==> config.mk <==
export PLATFORM = sky130hd
export DESIGN_NAME = poly_share_sched
export DESIGN_NICKNAME = d
export VERILOG_FILES = /design/src/rtl/farrow_pkg.sv /design/src/rtl/tag_fifo.sv /design/src/rtl/poly_share_sched.sv
export SDC_FILE = /design/constraint.sdc
export NUM_CORES = 1
export LEC_CHECK = 0
export ABC_AREA = 1
export BUFFER_PORTS_ARGS = -buffer_cell sky130_fd_sc_hd__buf_2
export CAP_MARGIN = 40
export CORE_UTILIZATION = 30
export CTS_CLUSTER_SIZE = 16
export DETAILED_ROUTE_END_ITERATION = 10
export PLACE_DENSITY = 0.71
export SETUP_SLACK_MARGIN = 0.5
export SLEW_MARGIN = 10
export SYNTH_ARGS = -nofsm -noshare
export SYNTH_HDL_FRONTEND = slang
export SYNTH_SLANG_ARGS = --single-unit
==> constraint.sdc <==
create_clock -name clk -period 3.6 [get_ports clk]
set_clock_uncertainty 0.2 [all_clocks]
set_input_delay 0.54 -clock clk [delete_from_list [all_inputs] [get_ports clk]]
set_output_delay 0.54 -clock clk [all_outputs]
set_load 0.01 [all_outputs]
==> src/rtl/farrow_pkg.sv <==
// Shared definitions for the polynomial-evaluator share scheduler.
//  - word_t  : default sample/coefficient word
//  - state_t : scheduler sequencing state (flush after reset, then run)
//  - id_w    : width of a requester ID for a given requester count
//  - rr_pick : round-robin select over a request vector, starting after ptr
package farrow_pkg;

  localparam int PKG_BITS = 16;
  // rr_pick works on a fixed-width vector; requester counts up to this value.
  localparam int RR_MAX   = 32;

  typedef logic [PKG_BITS-1:0] word_t;

  typedef enum logic {
    ST_FLUSH = 1'b0,
    ST_RUN   = 1'b1
  } state_t;

  typedef struct packed {
    logic       found;
    logic [4:0] idx;
  } rr_pick_t;

  function automatic int id_w(input int m);
    return (m > 1) ? $clog2(m) : 1;
  endfunction

  // First set bit of vec[m-1:0] searching from ptr+1 upward, wrapping modulo m.
  // ptr < m is assumed, so ptr+k (k<=m) needs at most one wrap subtraction.
  function automatic rr_pick_t rr_pick(input logic [RR_MAX-1:0] vec,
                                       input logic [4:0]        ptr,
                                       input int                m);
    rr_pick_t   r;
    logic [5:0] s;
    r = '0;
    for (int k = 1; k <= RR_MAX; k++) begin
      if (k <= m) begin
        s = 6'(ptr) + 6'(k);
        if (s >= 6'(m)) s = s - 6'(m);
        if (!r.found && vec[s[4:0]]) begin
          r.found = 1'b1;
          r.idx   = s[4:0];
        end
      end
    end
    return r;
  endfunction

endpackage

==> src/rtl/tag_fifo.sv <==
// Synchronous FIFO holding requester IDs of issues still in the evaluator.
// Depth need not be a power of two. Push and pop in the same cycle are
// legal at any fill level, including full (the head is read before the
// slot is overwritten). Push while full without pop and pop while empty
// are ignored.
// Ports:
//  clk, rstn  clock, synchronous active-low reset (empties the FIFO)
//  push, din  write din at tail
//  pop        drop head
//  full/empty occupancy flags
//  head       oldest entry
module tag_fifo #(
  parameter int DEPTH = 8,
  parameter int W     = 2
) (
  input  logic         clk,
  input  logic         rstn,
  input  logic         push,
  input  logic [W-1:0] din,
  input  logic         pop,
  output logic         full,
  output logic         empty,
  output logic [W-1:0] head
);

  localparam int PW = (DEPTH > 1) ? $clog2(DEPTH) : 1;
  localparam int CW = $clog2(DEPTH + 1);

  logic [W-1:0]  r_mem [DEPTH];
  logic [PW-1:0] r_rd;
  logic [PW-1:0] r_wr;
  logic [CW-1:0] r_cnt;
  logic          w_do_pop;
  logic          w_do_push;

  function automatic logic [PW-1:0] nxt(input logic [PW-1:0] p);
    return (p == PW'(DEPTH - 1)) ? '0 : p + PW'(1);
  endfunction

  assign empty     = (r_cnt == '0);
  assign full      = (r_cnt == CW'(DEPTH));
  assign head      = r_mem[r_rd];
  assign w_do_pop  = pop && !empty;
  assign w_do_push = push && (!full || w_do_pop);

  always_ff @(posedge clk) begin
    if (w_do_push) r_mem[r_wr] <= din;
  end

  always_ff @(posedge clk) begin
    if (!rstn) begin
      r_rd  <= '0;
      r_wr  <= '0;
      r_cnt <= '0;
    end else begin
      if (w_do_push) r_wr <= nxt(r_wr);
      if (w_do_pop)  r_rd <= nxt(r_rd);
      if (w_do_push && !w_do_pop)      r_cnt <= r_cnt + CW'(1);
      else if (w_do_pop && !w_do_push) r_cnt <= r_cnt - CW'(1);
    end
  end

endmodule

==> src/rtl/poly_share_sched.sv <==
// Shares one fixed-latency polynomial evaluator between M requesters.
// Round-robin grant (combinational ack), registered issue of the winner's
// coef/x, requester ID tagged in a FIFO, result returned with its ID.
// After reset, a LATENCY-cycle flush discards results still in the
// evaluator from before the reset.
// Handshake: req is held by a requester until ack; ack is one-hot and
// accepts the request in that same cycle. Evaluator and response sides
// are strobes with no backpressure.
// Ports:
//  clk, rstn                      clock, synchronous active-low reset
//  req/req_coef/req_x             per-requester request and operands
//  ack                            one-hot grant
//  poly_in_valid/coef/xin         issue to evaluator
//  poly_out_valid/poly_yout       evaluator result
//  resp_valid/resp_id/resp_y      tagged result
//  busy                           flushing or results outstanding
//  err_underflow                  sticky: result with no outstanding issue
module poly_share_sched
  import farrow_pkg::*;
#(
  parameter int BITS    = PKG_BITS,
  parameter int N       = 3,
  parameter int M       = 4,
  parameter int LATENCY = 8,
  parameter int MAX_OUT = 8
) (
  input  logic                           clk,
  input  logic                           rstn,
  input  logic [M-1:0]                   req,
  input  logic [M-1:0][N-1:0][BITS-1:0]  req_coef,
  input  logic [M-1:0][BITS-1:0]         req_x,
  output logic [M-1:0]                   ack,
  output logic                           poly_in_valid,
  output logic [N-1:0][BITS-1:0]         poly_coef,
  output logic [BITS-1:0]                poly_xin,
  input  logic                           poly_out_valid,
  input  logic [BITS-1:0]                poly_yout,
  output logic                           resp_valid,
  output logic [id_w(M)-1:0]             resp_id,
  output logic [BITS-1:0]                resp_y,
  output logic                           busy,
  output logic                           err_underflow
);

  localparam int ID_W = id_w(M);
  localparam int CW   = $clog2(LATENCY + 1);

  state_t                  r_state;
  state_t                  w_state_nxt;
  logic [CW-1:0]           r_cnt;
  logic [CW-1:0]           w_cnt_nxt;
  logic [ID_W-1:0]         r_ptr;
  logic                    r_in_valid;
  logic [N-1:0][BITS-1:0]  r_coef;
  logic [BITS-1:0]         r_x;
  logic                    r_resp_valid;
  logic [ID_W-1:0]         r_resp_id;
  logic [BITS-1:0]         r_resp_y;
  logic                    r_err;

  logic                    w_flush;
  logic                    w_pop;
  logic                    w_underflow;
  logic                    w_room;
  logic [M-1:0]            w_elig;
  logic [RR_MAX-1:0]       w_elig_ext;
  logic [4:0]              w_ptr_ext;
  rr_pick_t                w_pick;
  logic [M-1:0]            w_ack;
  logic                    w_grant;
  logic [ID_W-1:0]         w_win;
  logic                    w_full;
  logic                    w_empty;
  logic [ID_W-1:0]         w_head;

  // Flush sequencing: the counter is loaded with LATENCY on reset and the
  // FSM leaves FLUSH once the counter has run down to zero.
  always_comb begin
    w_state_nxt = r_state;
    w_cnt_nxt   = r_cnt;
    case (r_state)
      ST_FLUSH: begin
        if (r_cnt != '0)       w_cnt_nxt   = r_cnt - CW'(1);
        if (r_cnt <= CW'(1))   w_state_nxt = ST_RUN;
      end
      default: ;
    endcase
  end

  always_ff @(posedge clk) begin
    if (!rstn) begin
      r_state <= ST_FLUSH;
      r_cnt   <= CW'(LATENCY);
    end else begin
      r_state <= w_state_nxt;
      r_cnt   <= w_cnt_nxt;
    end
  end

  assign w_flush = (r_state == ST_FLUSH);

  // A result only pops when a tag is present; a result with no tag is the
  // underflow error and leaves the FIFO untouched.
  assign w_pop       = poly_out_valid && !w_flush && !w_empty;
  assign w_underflow = poly_out_valid && !w_flush &&  w_empty;

  // FIFO occupancy is the outstanding-issue count, so "full" means
  // MAX_OUT in flight; a pop in the same cycle frees the slot.
  assign w_room = !w_full || w_pop;

  always_comb begin
    w_elig                = req & {M{!w_flush && w_room}};
    w_elig_ext            = '0;
    w_elig_ext[M-1:0]     = w_elig;
    w_ptr_ext             = '0;
    w_ptr_ext[ID_W-1:0]   = r_ptr;
    w_pick                = rr_pick(w_elig_ext, w_ptr_ext, M);
    w_grant               = w_pick.found;
    w_win                 = w_pick.idx[ID_W-1:0];
    w_ack                 = '0;
    for (int i = 0; i < M; i++) begin
      w_ack[i] = w_pick.found && (w_pick.idx == 5'(i));
    end
  end

  always_ff @(posedge clk) begin
    if (!rstn) begin
      r_ptr        <= ID_W'(M - 1);
      r_in_valid   <= 1'b0;
      r_coef       <= '0;
      r_x          <= '0;
      r_resp_valid <= 1'b0;
      r_resp_id    <= '0;
      r_resp_y     <= '0;
      r_err        <= 1'b0;
    end else begin
      r_in_valid <= w_grant;
      if (w_grant) begin
        r_ptr  <= w_win;
        r_coef <= req_coef[w_win];
        r_x    <= req_x[w_win];
      end
      r_resp_valid <= w_pop;
      if (w_pop) begin
        r_resp_id <= w_head;
        r_resp_y  <= poly_yout;
      end
      if (w_underflow) r_err <= 1'b1;
    end
  end

  tag_fifo #(
    .DEPTH (MAX_OUT),
    .W     (ID_W)
  ) u_tag_fifo (
    .clk   (clk),
    .rstn  (rstn),
    .push  (w_grant),
    .din   (w_win),
    .pop   (w_pop),
    .full  (w_full),
    .empty (w_empty),
    .head  (w_head)
  );

  assign ack           = w_ack;
  assign poly_in_valid = r_in_valid;
  assign poly_coef     = r_coef;
  assign poly_xin      = r_x;
  assign resp_valid    = r_resp_valid;
  assign resp_id       = r_resp_id;
  assign resp_y        = r_resp_y;
  assign busy          = w_flush || !w_empty;
  assign err_underflow = r_err;

endmodule

# Word level (Yosys, flattened, before mapping)

Memory sizes are Yosys's and may differ from the RTL's. A register that Yosys moved wholly into a read port is not among the register bits.
Index checks and enable logic that the tools add are counted.
Widths: inputs -> output; s select.

Register bits after elaboration: 100
Bits in writable memories: 16
Word-level logic and storage cells: 105
Memories kept: 1

Memory list:

| memory           | words | bits a word | read ports | clocked after memory_dff | wr ports | RTL line       | RTL |
|---|---|---|---|---|---|---|---|
| u_tag_fifo.r_mem | 8     | 2           | 1          | 1                        | 1        | tag_fifo.sv:29 | `logic [W-1:0] r_mem [DEPTH];` |

Add/sub/neg operators: 13
Order comparisons: 10
Equal/unequal tests: 6
Muxes and demuxes: 28
Bitwise operators: 2
Reduce and logical (&&, ||, !) cells: 31

Operator list:

| kind                | count |
|---|---|
| $bmux 48 s2         | 1 |
| $mux 48             | 1 |
| $bmux 16 s2         | 1 |
| $lt 5x6->1 const B  | 4 |
| $mux 6              | 4 |
| $bmux 1 s5          | 4 |
| $mux 5              | 4 |
| $mux 16             | 1 |
| $logic_and 1x1->1   | 15 |
| $sub 3x3->4 const B | 3 |
| $eq 5x2->1 const B  | 2 |
| $ge 3x3->1 const B  | 3 |
| $logic_not 1->1     | 8 |
| $mux 1              | 8 |
| $mux 4              | 2 |
| $sub 4x1->4 const B | 2 |
| $add 2x2->3 const B | 2 |
| $add 3x1->3 const B | 2 |
| $eq 3x3->1 const B  | 2 |
| $mux 3              | 2 |
| $eq 5x1->1 const B  | 1 |
| $logic_not 5->1     | 1 |
| $sub 4x3->5 const B | 1 |
| $add 2x3->4 const B | 1 |
| other kinds (13)    | 15 |

# Longest topological paths before layout

Depth after elaboration: 23
Gate-level depth with buffers: 21

# By module

From an unflattened synthesis, not the netlist that was laid out.

Cells, all modules: 1,272
Area total of the unflattened synthesis: 7,554.7 µm²

Modules (own cells, without submodules):

| module           | instances | cells an instance | area each (µm²) | seq. area each (µm²) |
|---|---|---|---|---|
| poly_share_sched | 1         | 1,110             | 6,133.4         | 1,841.8 |
| tag_fifo         | 1         | 162               | 1,421.4         | 740.7 |

# Least setup slack after synthesis

Ideal clock, no wire load.

Kind: reg2reg
Start point: register r_ptr[0]
End point: register u_tag_fifo.r_cnt[3]
Arrival time: 3.103 ns
Data required time: 3.280 ns
Slack: 0.177 ns
Stages on the path, launching flop included: 19
Path buffers: 2
Period minus slack after synthesis: 3.423 ns
Cells stage by stage: dfxtp_1 -> inv_1 -> ha_1 -> inv_1 -> nand3_1 -> nand3_1 -> nand4_1 -> buf_4 -> clkbuf_1 -> ha_1 -> inv_1 -> ha_1 -> and3_1 -> a211oi_1 -> nor2_1 -> nor2_1 -> nand2_1 -> o21ai_0 -> a21oi_1

Cells in the longest elaborated chain, start to end: 19
Elaborated cells between the ends (all ways): 40

RTL lines:

| element                                          | RTL line                | RTL |
|---|---|---|
| start: declaration                               | poly_share_sched.sv:52  | `logic [ID_W-1:0] r_ptr;` |
| start signal: assignment                         | poly_share_sched.sv:128 | `r_ptr <= ID_W'(M - 1);` |
| start signal: assignment                         | poly_share_sched.sv:139 | `r_ptr <= w_win;` |
| $add 2x1->3                                      | farrow_pkg.sv:38        | `s = 6'(ptr) + 6'(k);` |
| $sub 3x3->4 / $ge 3x3->1 (equally long branches) | farrow_pkg.sv:39        | `if (s >= 6'(m)) s = s - 6'(m);` |
| $mux 5                                           | farrow_pkg.sv:39        |  |
| $bmux 1 s5                                       | farrow_pkg.sv:40        | `if (!r.found && vec[s[4:0]]) begin` |
| $mux 1 (not written as such)                     | farrow_pkg.sv:40        |  |
| $mux 6                                           | farrow_pkg.sv:40        |  |
| $logic_not 1->1                                  | farrow_pkg.sv:40        |  |
| $logic_and 1x1->1                                | farrow_pkg.sv:40        |  |
| [3 not listed]                                   | n/a                     |  |
| $mux 6                                           | farrow_pkg.sv:40        |  |
| $logic_not 1->1                                  | farrow_pkg.sv:40        |  |
| $logic_and 1x1->1                                | farrow_pkg.sv:40        |  |
| $mux 6 (*)                                       | farrow_pkg.sv:40        |  |
| $logic_and 1x1->1 (*)                            | tag_fifo.sv:44          | `assign w_do_push = push && (!full \|\| w_do_pop);` |
| $logic_not 1->1                                  | tag_fifo.sv:59          | `else if (w_do_pop && !w_do_push) r_cnt <= r_cnt - CW'(1);` |
| $logic_and 1x1->1                                | tag_fifo.sv:59          |  |
| $reduce_bool 2->1 (no line)                      | n/a                     |  |
| end signal: assignment                           | tag_fifo.sv:58          | `if (w_do_push && !w_do_pop) r_cnt <= r_cnt + CW'(1);` |
| end signal: assignment                           | tag_fifo.sv:59          |  |
| end: declaration                                 | tag_fifo.sv:32          | `logic [CW-1:0] r_cnt;` |

Mark *: on every way between the ends. The rest lies on a longest branch, timed or not. The select of a mux whose other input is x is not followed.
A chain may end at the register's enable or synchronous reset.

# Worst setup path after layout

Start point: register r_ptr[1]
End point: output port ack[0]

Cells in the longest elaborated chain, start to end: 17
Elaborated cells between the ends (all ways): 36

RTL lines:

| element                                          | RTL line                | RTL |
|---|---|---|
| $add 2x1->3                                      | farrow_pkg.sv:38        |  |
| $sub 3x3->4 / $ge 3x3->1 (equally long branches) | farrow_pkg.sv:39        |  |
| $mux 5                                           | farrow_pkg.sv:39        |  |
| $bmux 1 s5                                       | farrow_pkg.sv:40        |  |
| $mux 1 (not written as such)                     | farrow_pkg.sv:40        |  |
| $mux 6                                           | farrow_pkg.sv:40        |  |
| $logic_not 1->1                                  | farrow_pkg.sv:40        |  |
| $logic_and 1x1->1                                | farrow_pkg.sv:40        |  |
| [2 not listed]                                   | n/a                     |  |
| $logic_and 1x1->1                                | farrow_pkg.sv:40        |  |
| $mux 6                                           | farrow_pkg.sv:40        |  |
| $logic_not 1->1                                  | farrow_pkg.sv:40        |  |
| $logic_and 1x1->1                                | farrow_pkg.sv:40        |  |
| $mux 6 (*)                                       | farrow_pkg.sv:40        |  |
| net u_tag_fifo.din[1]                            | tag_fifo.sv:19          | `input logic [W-1:0] din,` |
| $logic_not 5->1 (*)                              | poly_share_sched.sv:122 | `w_ack[i] = w_pick.found && (w_pick.idx == 5'(i));` |
| $logic_and 1x1->1 (*)                            | poly_share_sched.sv:122 |  |
| end: declaration                                 | poly_share_sched.sv:32  | `output logic [M-1:0] ack,` |

Mark *: on every way through the listed nets, which the timed path passes. The rest lies on a longest branch. The select of a mux whose other input is x is not followed.

==> summary.md <==
| Metric | Value |
|---|---|
| Final worst path period need | `3.11 ns` |
| Clock share of power | `13.1%` |
| Total clock sinks | `118` |
| CTS tree | `yes` |
| Clock root buffer | `clkbuf_16` |
| Hold crit path type | `in2reg` |
| VDD IR max | `632 uV` |
| Share of cells above drive strength 1 | `around a third` |
| CTS Hold Buffers Added | `0` |
| Top post-synthesis cells by area | `dfxtp_1 (28%), nand2_1 (26%), nor2_1 (11%)` |
| PD cells | `around 1300 nW/um^2` |
| Synth-to-Final Area Change | `43.9%` |
| Clock latency on the worst-skew pair | `about 0.42 ns` |
| All-Layer GR Usage | `21.1%` |
| Largest net degree at the start of global routing | `69` |
| Synthesized area | `7200 sq um` |
| Post-Syn Instances | `1171` |
| Pwr Total | `about 14000 uW` |
| Seq pwr share | `15.4%` |
| MaxCap Viol Count | `0` |
| Post-synthesis sequential area ratio | `about a third` |
| Via Count | `8896` |
| Most frequent cells in the layout | `nand2_1 (501), buf_2 (366), nor2_1 (201), dfxtp_1 (95), nand4_1 (59)` |
| Vias in the first global route | `8185` |
| Max H-tree Level | `4` |
| Die width | `157 um` |
| Clock-pin slew on the worst setup and hold paths | `0.06 ns` |
| Commonest non-fill, non-tap cell in the layout | `nand2_1` |
| CP required | `2.86 ns` |
| Clock buffer count from CTS | `17` |
| GPL Wtd Cong | `0.940` |
| Die H | `~160 um` |
| Synth warnings | `0` |
| Post-Route WL | `27.8 mm` |
| Die ar. | `24600 sq um` |
| Grt peak-use layer | `met2` |
| DR pass1 iterations | `5` |
| Iteration-0 DRC Markers | `640` |
| Initial antenna violation count | `1` |
| Tcrit/Tclk final | `86.4%` |
| FP Rows | `between 50 and 60` |
| Drt wl/cell | `14.9 um` |
| Syn Nets | `1465` |
| CORE AREA | `23500 sq um` |
| Logic pwr share | `71.4%` |
| Design area | `10400 sq um` |
| Vias per cell | `4.78` |
| First-pass GRT wire length | `40.6 mm` |
| Met1 Track Usage GR | `between 20% and 30%` |
| Post-route antenna net violation count | `0` |
| Worst Setup End Kind | `output port` |
| Area leader, netlist | `dfxtp_1` |
| Post-DP HPWL | `19.1 mm` |
| CP Max Fanout | `7` |
| Finished Layout Cells | `~1900` |
| Met3 GRT Util | `roughly 4.8%` |
| Cells after DPL | `1800` |
| Critical path class | `reg2out` |
| Prevailing post-synth register cell | `dfxtp_1` |
| RSZ-0062 raised after global routing | `yes` |
| GR Util met2 | `38.7%` |
| Post-synthesis area per instance | `6.14 sq um` |
| # IOs | `~370` |
| Gr ovfl total | `0` |
| Setup Viol. Count Final | `0` |
| Final core utilization | `44.1%` |
| EDFF count, synth | `16` |
| P_leak | `0.00572 uW` |
| Fmax | `322 MHz` |
| Maximum buffer depth of the clock tree | `2` |
| Status | `finished clean` |
| DRC | `0` |
| Pint | `6480 uW` |
| Async SR Flop Fraction | `0%` |
| Count of cell types in the netlist | `33` |
| CP Launch Type | `flip-flop` |
| NetSw | `7270 uW` |
| WP data arrival | `2.37 ns` |
| Synth top area share | `28.4%` |
| Starting Density | `between 30% and 40%` |
| Slew headroom | `47.0%` |
| Number of port buffers | `368` |
| Nets | `1822` |
| Cell Area, Placed | `9270 sq um` |
| Least-Margin Pin Slew | `0.795 ns` |
| Switching power share of the total | `between 50% and 60%` |
| Yosys reg bits | `between 100 and 150` |
| Max-slew violations | `0` |
| Hold Fails Final Rpt | `0` |
| Setup TNS | `0 ns` |
cells in the mapped netlist (2+ instances only):
library cell	n
nand2_1	504
nor2_1	206
dfxtp_1	102
nand4_1	59
nand3_1	44
inv_1	43
buf_2	39
o21ai_0	32
o211ai_1	26
clkbuf_1	20
edfxtp_1	16
a21oi_1	14
ha_1	14
buf_1	9
buf_4	9
inv_2	5
and3_1	3
nor3_1	3
buf_6	2
mux2i_1	2
nand2_2	2
nand3_4	2
nor2_2	2
o21a_1	2
o221ai_1	2
o32ai_1	2
registers in the layout (all words and copies together), names as in the netlist:
name	count
u_tag_fifo.r_cnt	4
resp_y	16
resp_id	2
err_underflow	1
poly_coef	48
u_tag_fifo.r_mem	16
poly_in_valid	1
u_tag_fifo.r_wr	3
poly_xin	16
resp_valid	1
r_cnt	4
u_tag_fifo.r_rd	3
r_ptr	2
r_state	1
final cells by class:
type                       count  area (sq um)
inverter                      48           205
timing repair buffer         417          2330
antenna                        1          2.50
fill                        2428         13100
clock inverter                12           136
multi-input combinational    926          4260
tap                          319           399
sequential                   118          2540
clock buffer                  20           489
critical path: stages (launching register included):
cell,delay [ns]
dfxtp_4,0.39
inv_4,0.07
ha_4,0.23
inv_2,0.08
nand3_2,0.10
nand3_4,0.13
inv_2,0.06
nor2_1,0.10
nand4_1,0.22
nand2_4,0.22
clkinv_8,0.09
nor3_4,0.12
buf_6,0.13
kinds of logic after synthesis:
family	Yosys count	synth area share, %
simple gates	827	46.9
buf+inv	127	7.98
flops	118	35.1
compound gates	81	6.96
fa+ha+maj	15	2.71
mux	2	0.278
xor+xnor	1	0.122
final timing paths:
check / start / endpoint / slack, ns / cells past startpoint
setup / recovery: r_ptr[1] / ack[0] / 0.49 / 12
hold / removal: poly_yout[9] / resp_y[9] / 0.14 / 3
setup reg to reg: u_tag_fifo.r_cnt[0] / u_tag_fifo.r_cnt[3] / 0.56 / 19
hold reg to reg: resp_id[1] / resp_id[1] / 0.26 / 2
metrics by stage:
stage,hold slack [ns],worst slack [ns]
after floorplan,0.245,0.514
after global placement,0.250,0.429
after detailed placement,0.255,0.393
after CTS,0.127,0.498
after global routing,0.134,0.340
final,0.141,0.491
repair_timing:
| item | in CTS | in global routing |
|---|---|---|
| setup buffers | 12 | 12 |
| gates cloned | 1 | 3 |
| pin swaps | 5 | 17 |
| setup endpoints to repair | 30 | 52 |
| resized for setup | 27 | 32 |
routing by layer:
layer | vias up | wire length [um]
li1 | 4457 | -
met1 | 4002 | 11500
met2 | 395 | 13800
met3 | 42 | 1830
met4 | 0 | 623
met5 | - | 0
power by group through the flow:
stage | clock network, uW | registers (uW) | logic, uW
floorplan | 0 | 2200 | 6120
global placement | 0 | 2110 | 8290
detailed placement | 0 | 2120 | 8410
CTS | 1840 | 2100 | 8860
global route | 1900 | 2160 | 10900
finish | 1810 | 2120 | 9820
(Power assumes the default switching activity.)
